[src/rtl/mcu_spi_rx.sv]
// mcu_spi_rx: MCU-side SPI mode-0 slave, oversampled in the clk domain.
// Reassembles MOSI bytes, strobes each one with a frame-start flag, and
// returns the downstream reply byte on MISO during the following byte slot.
// Optional idle abort: define MCU_SPI_TIMEOUT_EN (threshold TIMEOUT_CYCLES).
// Ports: clk, reset (sync, active-high); spi_ss_n/spi_sck/spi_mosi in;
//   spi_miso out; data_strobe/data_start/data_byte to the control block;
//   reply_byte from it; frame_active, byte_count, timeout_evt status.
module mcu_spi_rx #(
  parameter int TIMEOUT_CYCLES = 65535
) (
  input  logic       clk,
  input  logic       reset,
  input  logic       spi_ss_n,
  input  logic       spi_sck,
  input  logic       spi_mosi,
  output logic       spi_miso,
  output logic       data_strobe,
  output logic       data_start,
  output logic [7:0] data_byte,
  input  logic [7:0] reply_byte,
  output logic       frame_active,
  output logic [7:0] byte_count,
  output logic       timeout_evt
);

  localparam logic [1:0] ARMED  = 2'd0;
  localparam logic [1:0] IDLE   = 2'd1;
  localparam logic [1:0] ACTIVE = 2'd2;

  localparam logic [15:0] TO_LIMIT = 16'(TIMEOUT_CYCLES - 1);

  logic ss_meta_q, ss_sync_q, ss_dly_q;
  logic sck_meta_q, sck_sync_q, sck_dly_q;
  logic mosi_meta_q, mosi_sync_q;

  logic [1:0] state_q, state_d;
  logic [2:0] bit_cnt_q, bit_cnt_d;
  logic [7:0] rx_q, rx_d;
  logic [7:0] tx_q, tx_d;
  logic       miso_q, miso_d;
  logic [7:0] data_byte_q, data_byte_d;
  logic       strobe_q, strobe_d;
  logic       start_q, start_d;
  logic       first_q, first_d;
  logic [7:0] byte_count_q, byte_count_d;

  logic ss_fall, ss_rise, sck_rise, sck_fall;
  logic [7:0] rx_next;

  // ss chain resets low so a frame already running at reset
  // keeps the block in ARMED until CS is seen high.
  always_ff @(posedge clk) begin
    if (reset) begin
      ss_meta_q   <= 1'b0;
      ss_sync_q   <= 1'b0;
      ss_dly_q    <= 1'b0;
      sck_meta_q  <= 1'b0;
      sck_sync_q  <= 1'b0;
      sck_dly_q   <= 1'b0;
      mosi_meta_q <= 1'b0;
      mosi_sync_q <= 1'b0;
    end else begin
      ss_meta_q   <= spi_ss_n;
      ss_sync_q   <= ss_meta_q;
      ss_dly_q    <= ss_sync_q;
      sck_meta_q  <= spi_sck;
      sck_sync_q  <= sck_meta_q;
      sck_dly_q   <= sck_sync_q;
      mosi_meta_q <= spi_mosi;
      mosi_sync_q <= mosi_meta_q;
    end
  end

  assign ss_fall  =  ss_dly_q  & ~ss_sync_q;
  assign ss_rise  = ~ss_dly_q  &  ss_sync_q;
  assign sck_rise = ~sck_dly_q &  sck_sync_q;
  assign sck_fall =  sck_dly_q & ~sck_sync_q;
  assign rx_next  = {rx_q[6:0], mosi_sync_q};

`ifdef MCU_SPI_TIMEOUT_EN
  logic [15:0] to_cnt_q, to_cnt_d;
  logic        evt_q, evt_d;
  logic        to_hit;

  assign to_hit = (state_q == ACTIVE) && !sck_rise && !sck_fall &&
                  (to_cnt_q == TO_LIMIT);

  always_comb begin
    to_cnt_d = 16'd0;
    evt_d    = 1'b0;
    if (state_q == ACTIVE && !sck_rise && !sck_fall) begin
      if (to_hit) begin
        evt_d = 1'b1;
      end else begin
        to_cnt_d = to_cnt_q + 16'd1;
      end
    end
  end

  always_ff @(posedge clk) begin
    if (reset) begin
      to_cnt_q <= 16'd0;
      evt_q    <= 1'b0;
    end else begin
      to_cnt_q <= to_cnt_d;
      evt_q    <= evt_d;
    end
  end

  assign timeout_evt = evt_q;
`else
  logic to_hit;
  logic unused_to;
  assign to_hit      = 1'b0;
  assign unused_to   = ^TO_LIMIT;
  assign timeout_evt = 1'b0;
`endif

  always_comb begin
    state_d      = state_q;
    bit_cnt_d    = bit_cnt_q;
    rx_d         = rx_q;
    tx_d         = tx_q;
    miso_d       = miso_q;
    data_byte_d  = data_byte_q;
    strobe_d     = 1'b0;
    start_d      = start_q;
    first_d      = first_q;
    byte_count_d = byte_count_q;

    unique case (state_q)
      ARMED: begin
        if (ss_sync_q) state_d = IDLE;
      end
      IDLE: begin
        miso_d = 1'b0;
        if (ss_fall) begin
          state_d      = ACTIVE;
          bit_cnt_d    = 3'd0;
          rx_d         = 8'h00;
          tx_d         = 8'h00;
          first_d      = 1'b1;
          byte_count_d = 8'd0;
        end
      end
      ACTIVE: begin
        if (sck_rise) begin
          rx_d      = rx_next;
          bit_cnt_d = bit_cnt_q + 3'd1;
          if (bit_cnt_q == 3'd7) begin
            data_byte_d = rx_next;
            strobe_d    = 1'b1;
            start_d     = first_q;
            first_d     = 1'b0;
            if (byte_count_q != 8'hFF)
              byte_count_d = byte_count_q + 8'd1;
          end
        end else if (sck_fall) begin
          // Byte boundary: the reply to the previous byte goes out now.
          if (bit_cnt_q == 3'd0 && byte_count_q != 8'd0) begin
            tx_d   = reply_byte;
            miso_d = reply_byte[7];
          end else begin
            tx_d   = {tx_q[6:0], 1'b0};
            miso_d = tx_q[6];
          end
        end else if (to_hit) begin
          bit_cnt_d    = 3'd0;
          rx_d         = 8'h00;
          tx_d         = 8'h00;
          miso_d       = 1'b0;
          byte_count_d = 8'd0;
          first_d      = 1'b1;
        end
        // A byte completing in the same cycle is still strobed above.
        if (ss_rise) begin
          state_d   = IDLE;
          bit_cnt_d = 3'd0;
          miso_d    = 1'b0;
        end
      end
      default: state_d = ARMED;
    endcase
  end

  always_ff @(posedge clk) begin
    if (reset) begin
      state_q      <= ARMED;
      bit_cnt_q    <= 3'd0;
      rx_q         <= 8'h00;
      tx_q         <= 8'h00;
      miso_q       <= 1'b0;
      data_byte_q  <= 8'h00;
      strobe_q     <= 1'b0;
      start_q      <= 1'b0;
      first_q      <= 1'b0;
      byte_count_q <= 8'd0;
    end else begin
      state_q      <= state_d;
      bit_cnt_q    <= bit_cnt_d;
      rx_q         <= rx_d;
      tx_q         <= tx_d;
      miso_q       <= miso_d;
      data_byte_q  <= data_byte_d;
      strobe_q     <= strobe_d;
      start_q      <= start_d;
      first_q      <= first_d;
      byte_count_q <= byte_count_d;
    end
  end

  assign spi_miso     = miso_q;
  assign data_strobe  = strobe_q;
  assign data_start   = start_q;
  assign data_byte    = data_byte_q;
  assign frame_active = (state_q == ACTIVE);
  assign byte_count   = byte_count_q;

endmodule

[config.mk]
export PLATFORM = sky130hd
export DESIGN_NAME = mcu_spi_rx
export DESIGN_NICKNAME = d
export VERILOG_FILES = /design/src/rtl/mcu_spi_rx.sv
export SDC_FILE = /design/constraint.sdc
export NUM_CORES = 1
export LEC_CHECK = 0
export ABC_CLOCK_PERIOD_IN_PS = 5000
export CAP_MARGIN = 20
export CORE_ASPECT_RATIO = 1.1
export CORE_MARGIN = 4
export CORE_UTILIZATION = 30
export CTS_BUF_LIST = sky130_fd_sc_hd__clkbuf_2
export DETAILED_ROUTE_END_ITERATION = 10
export GPL_TIMING_DRIVEN = 0
export PLACE_DENSITY = 0.59
export SLEW_MARGIN = 20
export SYNTH_ARGS = -nofsm -noshare
export SYNTH_HDL_FRONTEND = slang
export SYNTH_SLANG_ARGS = --single-unit
[constraint.sdc]
create_clock -name clk -period 5 [get_ports clk]
set_clock_uncertainty 0.1 [all_clocks]
set_input_delay 1 -clock clk [delete_from_list [all_inputs] [get_ports clk]]
set_output_delay 1 -clock clk [all_outputs]
set_load 0.005 [all_outputs]
==> run metrics, run 1 <==
run status=completed; Netlist cell types=48; Critical Path AT=1.61 ns; Power Density=323 nW/um^2; Avg Synthesized Cell Area=around 9 um^2; H-tree levels=2; Post-CTS Setup Inserts=0; Die X-Extent=slightly below 90 um; commonest non-fill, non-tap cells in the layout=47 x dfxtp_1, 32 x clkdlybuf4s50_1, 29 x nand2_1; Placement Setup Slack=2.17 ns; CP Cell Sequence=inv_1, ha_1, clkdlybuf4s50_1; RSZ-0062 raised after global routing=false; Cell Rows=32; cell taking the most area after synthesis=dfxtp_1; IO Pins=34; vias=1,778; drc violations=0; Tot GR Track Use=between 10% and 20%; Slew Limit Fails=0; routed len/inst=12.7 um; sequential element share of the synthesized area=43.9%; CTS Root Cell=clkbuf_2; Ys Warns=0; Max Fanout on Critical Path=4; Final WS setup=2.29 ns; Syn Inst Count=234; Synth top area share=43.9%; top_reg_cell synth=dfxtp_1; asr flop ratio synth=0%; max_slew headroom=56.1%; Post-CTS Resized=0; VDD IR max=about 130 uV; max-cap violations=0; nets@finish=296; Static Leak=0.915 nW; critical path startpoint category=flip-flop; critical path type=reg -> out; post-synth net total=257; Synth Cell Area=between 2000 and 2500 um^2; CP max-delay cell=dfxtp_1; remaining global-route overflow=0; Starting Density=30.8%; die height=96.7 um; number of global-route vias before repair=1,671; Synth-to-Final Area Change=23.3%; hpwl dp=3370 um; hold slack=0.362 ns; Port-buffer cells=32; # setup viols final=0; WP buf/inv=2; filler instances=746; CP peak stage delay=around 0.44 ns; Iteration-0 DRC Markers=65; fin crit period=2.71 ns; Synth area leaders=dfxtp_1 44%, ha_1 5.8%, nand2_1 5.1%; Hold-fix buffers, CTS=0; Max Clock Freq=0.369 GHz; Reg area=about 940 um^2; EDFF count, synth=0; Fin. Hold Viols=0; DIE AREA=8570 um^2; worst slew pin tran=0.656 ns; first-pass GRT wire length=7840 um; Via density=4.95; routability cong.=0.796; CTS tree=built; CP Data Required Time=3.90 ns; Final Cycle Share=54.1%; Total Wirelength=about 4600 um; share of cells above drive strength 1=~8.4%; diode count=0; initial antenna violation count=0; hold crit path type=reg -> reg; 1st-pass router iterations=4; Worst path top cell family by delay=buffers and inverters; Crit. End Element=primary output; ANT nets after route=0; Skew-Pair Late Insertion Delay=0.43 ns; clk buf depth=2; core area=6970 um^2; most common cell after layout, fill and taps aside=dfxtp_1; CTS Sinks=47; Clock transition at path regs=approximately 0.24 ns; total negative slack=0 ns; pin count of the biggest net entering global routing=17; Seq cells post-synth=47; Num CTS Buffers=5; area of the multi-input gates=1110 um^2
==> Yosys cell counts, types with 3 or more instances <==
cell type,n
nor2_1,6
nand2b_1,4
a21oi_1,18
a22o_1,8
o2bb2ai_1,6
or3_1,3
buf_2,6
nor2b_1,12
nand2_1,29
ha_1,10
o21ai_0,7
mux2i_1,10
nand3_1,6
dfxtp_1,47
inv_1,12
nand4_1,6
==> power breakdown <==
group	leakage, nW	internal (mW)	switching, mW
sequential	0.380	0.389	0.0139
combinational	0.491	0.0989	0.136
clock	0.0436	0.0876	0.129
==> layer usage <==
layer	wire length [um]	global-route usage [%]
met2	2180	17.5
met1	2140	15.3
met3	190	2.73
met4	53	3.84
met5	0	0
==> cell type report <==
class	count	area share (%)
well taps	85	4.02
repair buffers	32	12.1
inverters	12	1.70
clock inverters	3	1.80
multi-input cells	164	41.8
flip-flops and latches	47	35.6
clock buffers	5	0.947
plain buffers	11	1.99
==> registers in the layout, summed over array words and instances, names as in the netlist <==
signal       cells
data_byte        8
ss_sync_q        1
mosi_sync_q      1
bit_cnt_q        3
mosi_meta_q      1
sck_meta_q       1
tx_q             7
spi_miso         1
sck_dly_q        1
byte_count       8
rx_q             7
first_q          1
ss_dly_q         1
ss_meta_q        1
state_q          2
sck_sync_q       1
data_start       1
data_strobe      1
==> worst paths after layout <==
| check | to | startpoint | depth (start not counted) | slack [ns] |
|---|---|---|---|---|
| worst max-delay path | frame_active | state_q[0]$_SDFFE_PP0P_ | 3 | 2.29 |
| worst min register to register | sck_sync_q$_SDFF_PP0_ | sck_meta_q$_SDFF_PP0_ | 1 | 0.36 |
| worst min-delay path | sck_sync_q$_SDFF_PP0_ | sck_meta_q$_SDFF_PP0_ | 1 | 0.36 |
| worst max register to register | rx_q[0]$_SDFFE_PP0P_ | state_q[0]$_SDFFE_PP0P_ | 7 | 2.92 |
==> through the flow <==
stage          cell area, um^2  power (mW)  std cells  utilization, %
2_1_floorplan             2140       0.577        234               -
3_3_place_gp              2570       0.640        351            36.9
3_5_place_dp              2570       0.644        351            36.9
4_1_cts                   2640       0.864        359            37.9
5_1_grt                   2640       0.906        359            37.9
6_report                  2640       0.854        359            37.9
==> logic make-up after synthesis <==
logic type                 share of synthesized area (%)
buffers and inverters                               4.55
adders and majority gates                           5.83
and+or+nand+nor                                     20.9
DFF                                                 43.9
AOI/OAI and AO/OA                                   18.9
muxes                                               5.72
other                                              0.175
Note: power is estimated with default switching activity, not from simulation.
==> inputs of run 2 (changes only) <==
- ABC_CLOCK_PERIOD_IN_PS: 5000 -> 2400
- PLACE_DENSITY: 0.59 -> 0.6
- clock period: 5 -> 2.4 ns (I/O delays scaled with it)
==> run metrics, run 2 (synthesis results as in run 1) <==
CP max-delay cell=clkdlybuf4s50_1; most common cell after layout, fill and taps aside=dfxtp_1; CTS Sinks=47 (unchanged); worst slew pin tran=0.645 ns (-0.0106 ns); remaining global-route overflow=0 (unchanged); Synth-to-Final Area Change=23.3% (unchanged); CP Cell Sequence=inv_1, ha_1, clkdlybuf4s50_1; Cell Rows=32 (unchanged); vias=1,754 (-1.3%); initial antenna violation count=0 (unchanged); Final Cycle Share=90.5%; Max Clock Freq=0.461 GHz; 1st-pass router iterations=4 (unchanged); CP Data Required Time=1.82 ns (-2.08 ns); VDD IR max=316 uV (+140%); Slew Limit Fails=0 (unchanged); routed len/inst=12.5 um (-1.2%); Max Fanout on Critical Path=4 (unchanged); fin crit period=2.17 ns; first-pass GRT wire length=7710 um (-1.7%); routability cong.=0.796 (about the same); diode count=0 (unchanged); Crit. End Element=primary output; Clock transition at path regs=0.24 ns (about the same); max-cap violations=0 (unchanged); share of cells above drive strength 1=8.39% (unchanged); Skew-Pair Late Insertion Delay=0.43 ns (about the same); CTS tree=built; Layout Utilization=37.9% (unchanged); Total Wirelength=4500 um (-1.2%); Static Leak=0.915 nW (unchanged); nets@finish=296 (unchanged); number of global-route vias before repair=1,607 (-3.8%); pin count of the biggest net entering global routing=17 (unchanged); clk buf depth=2 (unchanged); critical path type=reg -> out; # setup viols final=0 (unchanged); drc violations=0 (unchanged); Iteration-0 DRC Markers=71 (+9.2%); DIE AREA=8570 um^2 (unchanged); H-tree levels=2 (unchanged); die height=96.7 um (unchanged); IO Pins=34 (unchanged); hold crit path type=reg -> reg; filler instances=767 (+2.8%); Post-DP Area=2570 um^2 (unchanged); hpwl dp=3370 um (about the same); Hold-fix buffers, CTS=0 (unchanged); WP buf/inv=2 (unchanged); CTS Root Cell=clkbuf_2; Num CTS Buffers=5 (unchanged); Worst path top cell family by delay=buffers and inverters; Starting Density=30.8% (unchanged); critical path startpoint category=flip-flop; core area=6970 um^2 (unchanged); Post-CTS Setup Inserts=0 (unchanged); Post-CTS Resized=0 (unchanged); Port-buffer cells=32 (unchanged); ANT nets after route=0 (unchanged); commonest non-fill, non-tap cells in the layout=47 x dfxtp_1, 32 x clkdlybuf4s50_1, 29 x nand2_1; area of the multi-input gates=1110 um^2 (unchanged); Fin. Hold Viols=0 (unchanged); Reg area=941 um^2 (unchanged); Tot GR Track Use=11.1% (-0.22 points); finished layout cell area=2640 um^2 (unchanged); Die X-Extent=88.6 um (unchanged); max_slew headroom=56.8% (+0.71 points); Critical Path AT=1.59 ns (-0.02 ns); CP peak stage delay=0.44 ns (about the same); Power Density=671 nW/um^2 (+110%); Via density=4.89 (-1.3%); run status=completed; total negative slack=0 ns (unchanged); RSZ-0062 raised after global routing=false; Final Power=1.77 mW (+110%)
run 2: per-stage QoR:
stage               hold WS, ns  worst slack (ns)  instances
finish                    0.361             0.229        359
global route              0.376            0.0899        359
CTS                       0.364             0.181        359
detailed placement        0.324            0.0654        351
global placement          0.317             0.105        351
floorplan                 0.314             0.599        234
run 2: per-layer routing:
| metal | routed length, um | up-vias | share of wire (%) | GRT usage, % |
|---|---|---|---|---|
| li1 | - | 908 | - | - |
| met1 | 2160 | 808 | 48 | 15.3 |
| met2 | 2110 | 31 | 47 | 17.0 |
| met3 | 165 | 7 | 3.7 | 2.56 |
| met4 | 65 | 0 | 1.4 | 3.49 |
| met5 | 0 | - | 0 | 0 |
run 2: layout make-up:
type,instances,area share [%]
plain buffers,11,1.99
clock buffers,5,0.947
clock inverters,3,1.80
inverters,12,1.70
multi-input cells,164,41.8
flip-flops and latches,47,35.6
well taps,85,4.02
repair buffers,32,12.1
run 2: report_power, final:
group | leakage (nW) | switching, mW | internal [mW]
logic | 0.491 | 0.278 | 0.204
registers | 0.380 | 0.0292 | 0.810
clock network | 0.0436 | 0.270 | 0.183
run 2: worst reg2reg max path: stages, from the launching register on:
cell and delay (ns):
dfxtp_1 0.39, inv_1 0.11, ha_1 0.17, buf_2 0.22
buf_2 0.25, nor2_1 0.09, a22oi_1 0.28, mux2_2 0.37
run 2: path summary, 6_finish.rpt:
path                           startpoint                      end  slack [ns]  cells after the start
setup / recovery  state_q[0]$_SDFFE_PP0P_             frame_active        0.23                      3
hold / removal     mosi_meta_q$_SDFF_PP0_   mosi_sync_q$_SDFF_PP0_        0.36                      1
setup reg to reg  state_q[0]$_SDFFE_PP0P_  state_q[0]$_SDFFE_PP0P_        0.34                      7
hold reg to reg    mosi_meta_q$_SDFF_PP0_   mosi_sync_q$_SDFF_PP0_        0.36                      1
==> inputs of run 3 (changes only) <==
- ABC_CLOCK_PERIOD_IN_PS: 2400 -> 2750
- PLACE_DENSITY: 0.6 -> 0.59
- clock period: 2.4 -> 2.75 ns (I/O delays scaled with it)
==> results of run 3 <==
Same layout as run 1 (identical final DEF). Status: completed.
Among the figures that moved: setup slack after placement 2.17 ns -> 0.373 ns; setup slack after layout 2.29 ns -> 0.493 ns; register-to-register setup slack 2.92 ns -> 0.67 ns; total power 0.854 mW -> 1.55 mW; worst IR drop on VDD 129 uV -> 234 uV
